==> src/rtl/if_inst_queue.sv <==
// rtl/if_inst_queue.sv - instruction fetch queue between PC generator/ROM and decode
// Optional feature macro: IFQ_OVERFLOW_EN adds a sticky overflow_o flag.
module if_inst_queue #(
  parameter int DEPTH  = 4,
  parameter int AW     = 2,
  parameter int ADDR_W = 32,
  parameter int INST_W = 32
) (
  input  logic              clk,
  input  logic              rst,
  input  logic              ce_i,
  input  logic [ADDR_W-1:0] pc_i,
  input  logic [INST_W-1:0] inst_i,
  input  logic              flush_i,
  output logic              full_o,
  input  logic              id_ready_i,
  output logic              id_valid_o,
  output logic [ADDR_W-1:0] id_pc_o,
  output logic [INST_W-1:0] id_inst_o
`ifdef IFQ_OVERFLOW_EN
  ,
  output logic              overflow_o
`endif
);

  logic [ADDR_W-1:0] r_pc_mem   [DEPTH];
  logic [INST_W-1:0] r_inst_mem [DEPTH];
  logic [AW-1:0]     r_wr_ptr;
  logic [AW-1:0]     r_rd_ptr;
  logic [AW:0]       r_count;

  logic w_full;
  logic w_valid;
  logic w_push;
  logic w_pop;

  // Status comes from the registered count only, so a full queue rejects a
  // push even when decode pops in the same cycle.
  assign w_full  = (r_count == (AW+1)'(DEPTH));
  assign w_valid = (r_count != '0);

  // Handshake qualification; flush overrides both directions.
  always_comb begin
    w_push = ce_i & ~w_full & ~flush_i;
    w_pop  = w_valid & id_ready_i & ~flush_i;
  end

  // Storage is never cleared; outputs are masked by count instead.
  always_ff @(posedge clk) begin
    if (w_push) begin
      r_pc_mem[r_wr_ptr]   <= pc_i;
      r_inst_mem[r_wr_ptr] <= inst_i;
    end
  end

  // Pointer and occupancy bookkeeping: reset, then flush, then push/pop.
  always_ff @(posedge clk) begin
    if (rst) begin
      r_wr_ptr <= '0;
      r_rd_ptr <= '0;
      r_count  <= '0;
    end else if (flush_i) begin
      r_wr_ptr <= '0;
      r_rd_ptr <= '0;
      r_count  <= '0;
    end else begin
      if (w_push) begin
        r_wr_ptr <= r_wr_ptr + AW'(1);
      end
      if (w_pop) begin
        r_rd_ptr <= r_rd_ptr + AW'(1);
      end
      case ({w_push, w_pop})
        2'b10:   r_count <= r_count + (AW+1)'(1);
        2'b01:   r_count <= r_count - (AW+1)'(1);
        default: r_count <= r_count;
      endcase
    end
  end

  assign full_o     = w_full;
  assign id_valid_o = w_valid;
  // Empty queue presents a zero pc and a nop instruction to decode.
  assign id_pc_o    = w_valid ? r_pc_mem[r_rd_ptr]   : '0;
  assign id_inst_o  = w_valid ? r_inst_mem[r_rd_ptr] : '0;

`ifdef IFQ_OVERFLOW_EN
  logic r_overflow;

  // Sticky record of any fetch attempted against a full queue; only reset clears it.
  always_ff @(posedge clk) begin
    if (rst) begin
      r_overflow <= 1'b0;
    end else if (ce_i & w_full & ~flush_i) begin
      r_overflow <= 1'b1;
    end
  end

  assign overflow_o = r_overflow;
`endif

endmodule

==> config.mk <==
export PLATFORM = sky130hd
export DESIGN_NAME = if_inst_queue
export DESIGN_NICKNAME = d
export VERILOG_FILES = /design/src/rtl/if_inst_queue.sv
export SDC_FILE = /design/constraint.sdc
export NUM_CORES = 1
export LEC_CHECK = 0
export ABC_AREA = 1
export CORE_UTILIZATION = 30
export CTS_CLUSTER_SIZE = 10
export DETAILED_ROUTE_END_ITERATION = 7
export PLACE_DENSITY = 0.54
export SLEW_MARGIN = 20
export SYNTH_ARGS = -nofsm -noshare
export SYNTH_HDL_FRONTEND = slang
export SYNTH_SLANG_ARGS = --single-unit
export TNS_END_PERCENT = 20
==> constraint.sdc <==
create_clock -name clk -period 6.8 [get_ports clk]
set_clock_uncertainty 0.1 [all_clocks]
set_input_delay 0.68 -clock clk [delete_from_list [all_inputs] [get_ports clk]]
set_output_delay 0.68 -clock clk [all_outputs]
set_load 0.02 [all_outputs]
==> summary.md, run 1 <==
| Metric | Value |
|---|---|
| Clock Power Share | `41.7%` |
| Synth-to-Final Area Change | `25.0%` |
| Clock tree buffer depth | `3` |
| Crit Path Class | `flop to output pin` |
| Initial core utilization | `30.8%` |
| Width of the chip | `188 um` |
| Async set-reset flop share out of synthesis | `0%` |
| Row cnt | `67` |
| Area of the die | `0.0355 sq mm` |
| Congestion Overflow GR | `0` |
| CTS sink count | `265` |
| Worst IR drop on VDD | `0.000159 V` |
| Unrepaired setup endpoints after global routing | `no` |
| Wire length per cell | `16.7 um` |
| Synth top area share | `73.8%` |
| Via-per-instance ratio | `4.56` |
| Total power | `3.46 mW` |
| GRT Resource Usage Total | `13.5%` |
| Cell family with most CP delay | `buffers and inverters` |
| Initial antenna violation count | `0` |
| DRT Pass-1 Iters | `4` |
| Core Area | `0.0339 sq mm` |
| Routability cong. | `0.716` |
| Worst hold path type | `flop to flop` |
| Syn Std Cell Area | `0.0104 sq mm` |
| Most common library cells after synthesis | `nor2_1 (269), edfxtp_1 (256), o21ai_0 (119)` |
| Hold Vio Cnt, Final | `0` |
| Setup-failing EPs final | `0` |
| Dpl cell area | `0.0121 sq mm` |
| Pwr Density | `265 mW/mm^2` |
| DP HPWL | `12,600 um` |
| Port buffer count | `134` |
| CTS Buf Count | `30` |
| Leakage | `4.30 nW` |
| DR iter-0 viols | `424` |
| Count leader, synth | `nor2_1` |
| Post-synth EDFFs | `256` |
| Post-synth cell types | `17` |
| Avg Cell Area, Syn | `12.6 sq um` |
| Die height | `188 um` |
| Sw frac | `20.6%` |
| Critical path startpoint category | `flop` |
| Final Max Tran Viols | `0` |
| Root buffer cell | `clkbuf_16` |
| Synth Area in Simple Gates | `10.5%` |
| Max_slew headroom | `29.3%` |
| Design Area, Final | `0.0130 sq mm` |
| Power share of the sequential group | `52.7%` |
| WHS | `0.383 ns` |
| Critical path's slowest cell | `clkinv_2` |
| N_diodes | `0` |
| Boundary Pins | `135` |
| Worst path cell trace | `clkinv_2 > buf_4 > o21ai_0 > a21oi_1 > clkdlybuf4s50_1` |
| Hold_sp | `r_count[0]$_SDFFE_PP0P_` |
| Worst-Skew Late Latency | `0.54 ns` |
| Seq cells post-synth | `265` |
| Switching pwr | `0.712 mW` |
| Syn_nets | `904` |
| Synth Flop Type | `edfxtp_1` |
| YS warnings | `0` |
| Compound-cell area share of the yosys netlist | `9.51%` |
| FF-to-FF Start | `r_count[1]$_SDFFE_PP0P_` |
| Worst setup EP type | `output pin` |
| Fmax | `0.217 GHz` |
| Fillers | `3,224` |
| Fraction of layout instances using a drive strength above 1 | `5.09%` |
| Core Util, Final | `38.5%` |
| Gate Count Post-Synth | `829` |
| Setup bufs post-CTS | `0` |
| Multiplexer share of the synthesized area | `0%` |
| CP Data Required Time | `6.02 ns` |
| Leading area contributor after synthesis | `edfxtp_1` |
| Arr. time, crit path | `3.83 ns` |
| Total of max-cap violations | `0` |
| Status | `finished clean` |
| Clk pin slew, worst setup/hold paths | `0.06 ns` |
| Register area share after synthesis | `75.5%` |
| Post-CTS sizing | `0` |
| DRC viols | `0` |
| Detailed Route WL | `23,900 um` |
| Via count | `6,519` |
| Combinational Power Share | `5.6%` |
| Int Pwr | `2.75 mW` |
| Synth Area in XOR/XNOR | `0%` |
| Final worst path period need | `4.61 ns` |
| Largest net degree at the start of global routing | `69` |
| Crit-path max cell delay | `0.82 ns` |
| Nets | `1,033` |
| Adder-cell share of the synthesized area | `0.792%` |
| Synth area leaders | `edfxtp_1 (74%), nor2_1 (9.7%), o21ai_0 (5.7%), a21oi_1 (3.3%), dfxtp_1 (1.7%)` |
| Post-CTS Hold Buffers | `0` |
| ANT nets after route | `0` |
| WP buf/inv | `3` |
| Fin crit share | `67.8%` |
| Setup TNS | `0 ns` |
| Vias in the first global route | `6,612` |
| Largest family of logic cells by synthesized area | `simple AND/OR/NAND/NOR gates` |
| H-Tree Depth | `1` |
| Slew @ Worst Pin | `1.06 ns` |
| CTS tree | `done` |
| First-pass GRT wire length | `37,100 um` |
| Crit-path max FO | `68` |
-- final cells by class --
cell class	instances	area, sq um	area share, %
Sequential cell	265	7870	60.4
Multi-Input combinational cell	495	2200	16.9
Timing Repair Buffer	144	1440	11.0
Clock buffer	55	866	6.65
Tap cell	448	561	4.30
Inverter	22	83.8	0.644
Clock inverter	1	3.75	0.0288
-- worst min-delay path, cell delays in order, from the launching register on --
cell and delay, ns:
dfxtp_1 0.32, nand2_1 0.06, a21oi_1 0.06
-- worst paths after layout --
kind | slack [ns] | cells after the start | endpoint
hold / removal | 0.38 | 2 | r_count[0]$_SDFFE_PP0P_
setup / recovery | 2.19 | 5 | id_inst_o[23]
setup reg to reg | 3.90 | 5 | r_inst_mem[3][27]$_DFFE_PP_
hold reg to reg | 0.38 | 2 | r_count[0]$_SDFFE_PP0P_
-- sequential cells by signal, indices dropped and copies added, names as in the netlist, named ones only --
signal,cells
r_inst_mem,128
r_count,3
r_rd_ptr,2
r_wr_ptr,2
r_pc_mem,128
-- stage by stage --
step | setup slack (ns) | cells
4_1_cts | 2.10 | 1429
6_report | 2.19 | 1430
5_1_grt | 1.85 | 1430
3_3_place_gp | 2.72 | 1373
3_5_place_dp | 2.70 | 1373
2_1_floorplan | 2.51 | 829
-- layout by cell type (no fill, tap or decap) --
cell type        netlist  layout
buf_4                  4       9
inv_1                 19      19
dfxtp_1                9       7
clkbuf_1              13      24
nand3_1                5       5
clkinv_2               0       1
clkinv_1               0       1
o21ai_1               10      10
buf_16                 0       1
clkdlybuf4s50_1        0     134
dfxtp_4                0       1
nor2_1               269     265
ha_1                   5       5
clkbuf_16              0      31
nand2_1               17      17
fa_1                   1       1
nor2_4                 0       4
edfxtp_1             256     256
a21oi_1               69      69
dfxtp_2                0       1
o21ai_0              119     119
inv_2                  3       2
-- logic make-up after synthesis --
logic type,count (synthesis)
and+or+nand+nor,291
DFF,265
buffers and inverters,69
AOI/OAI and AO/OA,198
adders and majority gates,6
-- layer usage --
layer  part of all wire [%]  global-route usage [%]  vias up
met1                     45                    17.6     3176
met4                    1.7                    3.63        0
met3                    4.9                    2.55       34
li1                       -                       -     3174
met5                      0                       0        -
met2                     48                    23.0      135
-- power by group through the flow --
stage	Sequential, mW	Combinational, mW	Clock, mW
3_3_place_gp	1.86	0.194	0
3_5_place_dp	1.86	0.196	0
6_report	1.82	0.195	1.44
4_1_cts	1.82	0.196	1.48
2_1_floorplan	1.86	0.0815	0
5_1_grt	1.82	0.214	1.54
No activity file was read; power rests on OpenSTA's default activity.
==> run 2: changes to the inputs <==
--- a/config.mk
+++ b/config.mk
@@ -9,7 +9,7 @@
 export CORE_UTILIZATION = 30
 export CTS_CLUSTER_SIZE = 10
 export DETAILED_ROUTE_END_ITERATION = 7
-export PLACE_DENSITY = 0.54
+export PLACE_DENSITY = 0.55
 export SLEW_MARGIN = 20
 export SYNTH_ARGS = -nofsm -noshare
 export SYNTH_HDL_FRONTEND = slang
==> constraint.sdc (replaced) <==
create_clock -name clk -period 3.74 [get_ports clk]
set_clock_uncertainty 0.1 [all_clocks]
set_input_delay 0.374 -clock clk [delete_from_list [all_inputs] [get_ports clk]]
set_output_delay 0.374 -clock clk [all_outputs]
set_load 0.02 [all_outputs]
==> summary.md, run 2 (synthesis gave the netlist of run 1 again) <==
| Metric | Value |
|---|---|
| Worst IR drop on VDD | `0.000300 V (+89%)` |
| Detailed Route WL | `24,700 um (+3.3%)` |
| Initial core utilization | `30.8% (unchanged)` |
| Final worst path period need | `3.40 ns` |
| Arr. time, crit path | `2.93 ns (-0.90 ns)` |
| Switching pwr | `1.30 mW (+83%)` |
| Commonest cells after routing, fill and taps aside | `nor2_1 (265), edfxtp_1 (256), clkdlybuf4s50_1 (134)` |
| Routability cong. | `0.697 (-2.6%)` |
| Clock Power Share | `42.0% (+0.3 points)` |
| N_diodes | `0 (unchanged)` |
| CTS tree | `done` |
| DR iter-0 viols | `406 (-4.2%)` |
| DP HPWL | `14,600 um (+16%)` |
| CTS Buf Count | `31 (+3.3%)` |
| Setup-failing EPs final | `0 (unchanged)` |
| Width of the chip | `188 um (unchanged)` |
| Crit-path max FO | `25 (-63%)` |
| Power share of the sequential group | `52.3% (-0.4 points)` |
| Most common cell after layout, fill and taps aside | `nor2_1` |
| Hold Vio Cnt, Final | `0 (unchanged)` |
| Fraction of layout instances using a drive strength above 1 | `5.96% (+0.87 points)` |
| Row cnt | `67 (unchanged)` |
| Final Max Tran Viols | `0 (unchanged)` |
| Vias in the first global route | `6,633 (+0.32%)` |
| Worst setup EP type | `output pin` |
| Worst hold path type | `input pin to flop` |
| Congestion Overflow GR | `0 (unchanged)` |
| ANT nets after route | `0 (unchanged)` |
| Area of the die | `0.0355 sq mm (unchanged)` |
| Post-CTS sizing | `0 (unchanged)` |
| Via-per-instance ratio | `4.57 (+0.31%)` |
| Setup bufs post-CTS | `0 (unchanged)` |
| Leakage | `4.36 nW (+1.3%)` |
| Top Registers | `r_inst_mem (128), r_pc_mem (128), r_count (3)` |
| Fin crit share | `90.9%` |
| DRT Pass-1 Iters | `4 (unchanged)` |
| Total of max-cap violations | `0 (unchanged)` |
| Max_slew headroom | `48.9% (+20 points)` |
| DRC viols | `0 (unchanged)` |
| Port buffer count | `134 (unchanged)` |
| Boundary Pins | `135 (unchanged)` |
| CTS sink count | `265 (unchanged)` |
| Status | `finished clean` |
| Via count | `6,576 (+0.87%)` |
| Worst-Skew Late Latency | `0.53 ns (about the same)` |
| Clk pin slew, worst setup/hold paths | `0.06 ns (about the same)` |
| Sw frac | `20.5% (-0.080 points)` |
| Post-CTS Hold Buffers | `0 (unchanged)` |
| Clock tree buffer depth | `3 (unchanged)` |
| Pwr Density | `482 mW/mm^2 (+82%)` |
| First-pass GRT wire length | `38,500 um (+3.6%)` |
| R2R depth | `12 (+7)` |
| Initial antenna violation count | `2 (+2)` |
| Combinational Power Share | `5.8% (+0.2 points)` |
| Root buffer cell | `clkbuf_16` |
| CP Data Required Time | `3.27 ns (-2.75 ns)` |
| Wire length per cell | `17.2 um (+2.7%)` |
| GRT Resource Usage Total | `13.9% (+0.39 points)` |
| Unrepaired setup endpoints after global routing | `no` |
| Die height | `188 um (unchanged)` |
| Slew @ Worst Pin | `0.765 ns (-0.296 ns)` |
| Core Util, Final | `38.8% (+0.32 points)` |
| Core Area | `0.0339 sq mm (unchanged)` |
| Design Area, Final | `0.0131 sq mm (+0.84%)` |
| Int Pwr | `5.04 mW (+83%)` |
| Fmax | `0.294 GHz` |
| Largest net degree at the start of global routing | `129 (+87%)` |
| H-Tree Depth | `1 (unchanged)` |
| Hold depth | `1 (-1)` |
| Critical path startpoint category | `flop` |
| Fillers | `3,259 (+1.1%)` |
| Crit Path Class | `flop to output pin` |
| Nets | `1,041 (+0.77%)` |
| Dpl cell area | `0.0122 sq mm (+0.91%)` |
| Synth-to-Final Area Change | `26.0%` |
-- run 2: changes by cell type in the layout (fill, tap and decap cells not counted), sizes merged --
| cell | before | now |
|---|---|---|
| buf | 10 | 17 |
| clkbuf | 55 | 54 |
| clkinv | 2 | 4 |
-- run 2: path summary, 6_finish.rpt --
path | startpoint | to | slack [ns]
setup / recovery | flop | id_pc_o[12] | 0.34
hold / removal | pc_i[15] | r_pc_mem[3][15]$_DFFE_PP_ | 0.38
setup reg to reg | r_count[1]$_SDFFE_PP0P_ | r_count[2]$_SDFFE_PP0P_ | 1.49
hold reg to reg | r_count[0]$_SDFFE_PP0P_ | r_count[0]$_SDFFE_PP0P_ | 0.39
-- run 2: cell type report --
cell class                      count  area, sq um  area share, %
Clock buffer                       54          883           6.73
Clock inverter                      3         12.5         0.0953
Inverter                           22         83.8          0.638
Multi-Input combinational cell    495         2200           16.8
Sequential cell                   265         7870           59.9
Tap cell                          448          561           4.27
Timing Repair Buffer              151         1520           11.6
-- run 2: per-stage QoR --
step | setup TNS (ns) | cells | hold WS, ns | power, mW | setup slack (ns)
after CTS | 0 | 1438 | 0.365 | 6.41 | 0.192
after floorplan | -61.58 | 829 | 0.357 | 3.52 | -0.241
after global routing | 0 | 1438 | 0.376 | 6.57 | 0.0731
final | 0 | 1438 | 0.383 | 6.34 | 0.339
after detailed placement | 0 | 1381 | 0.376 | 3.74 | 0.771
after global placement | 0 | 1381 | 0.376 | 3.74 | 0.815
-- run 2: power by group through the flow --
stage | Combinational (mW) | Clock, mW | Sequential [mW]
6_report | 0.366 | 2.66 | 3.31
5_1_grt | 0.397 | 2.86 | 3.31
4_1_cts | 0.373 | 2.73 | 3.31
3_5_place_dp | 0.372 | 0 | 3.37
3_3_place_gp | 0.368 | 0 | 3.37
2_1_floorplan | 0.148 | 0 | 3.38
-- run 2: per-layer routing --
layer / up-vias / track usage, % / wire length [um]
met5: - / 0 / 24
met4: 4 / 3.26 / 364
met3: 37 / 2.76 / 1230
met2: 132 / 23.0 / 11700
met1: 3214 / 18.7 / 11400
li1: 3189 / - / -
-- run 2: critical path, stage by stage (launching register included) --
cell	delay, ns
dfxtp_2	0.62
inv_2	0.33
buf_4	0.34
nor2_1	0.13
o21ai_0	0.08
a21oi_1	0.22
clkdlybuf4s50_1	0.65
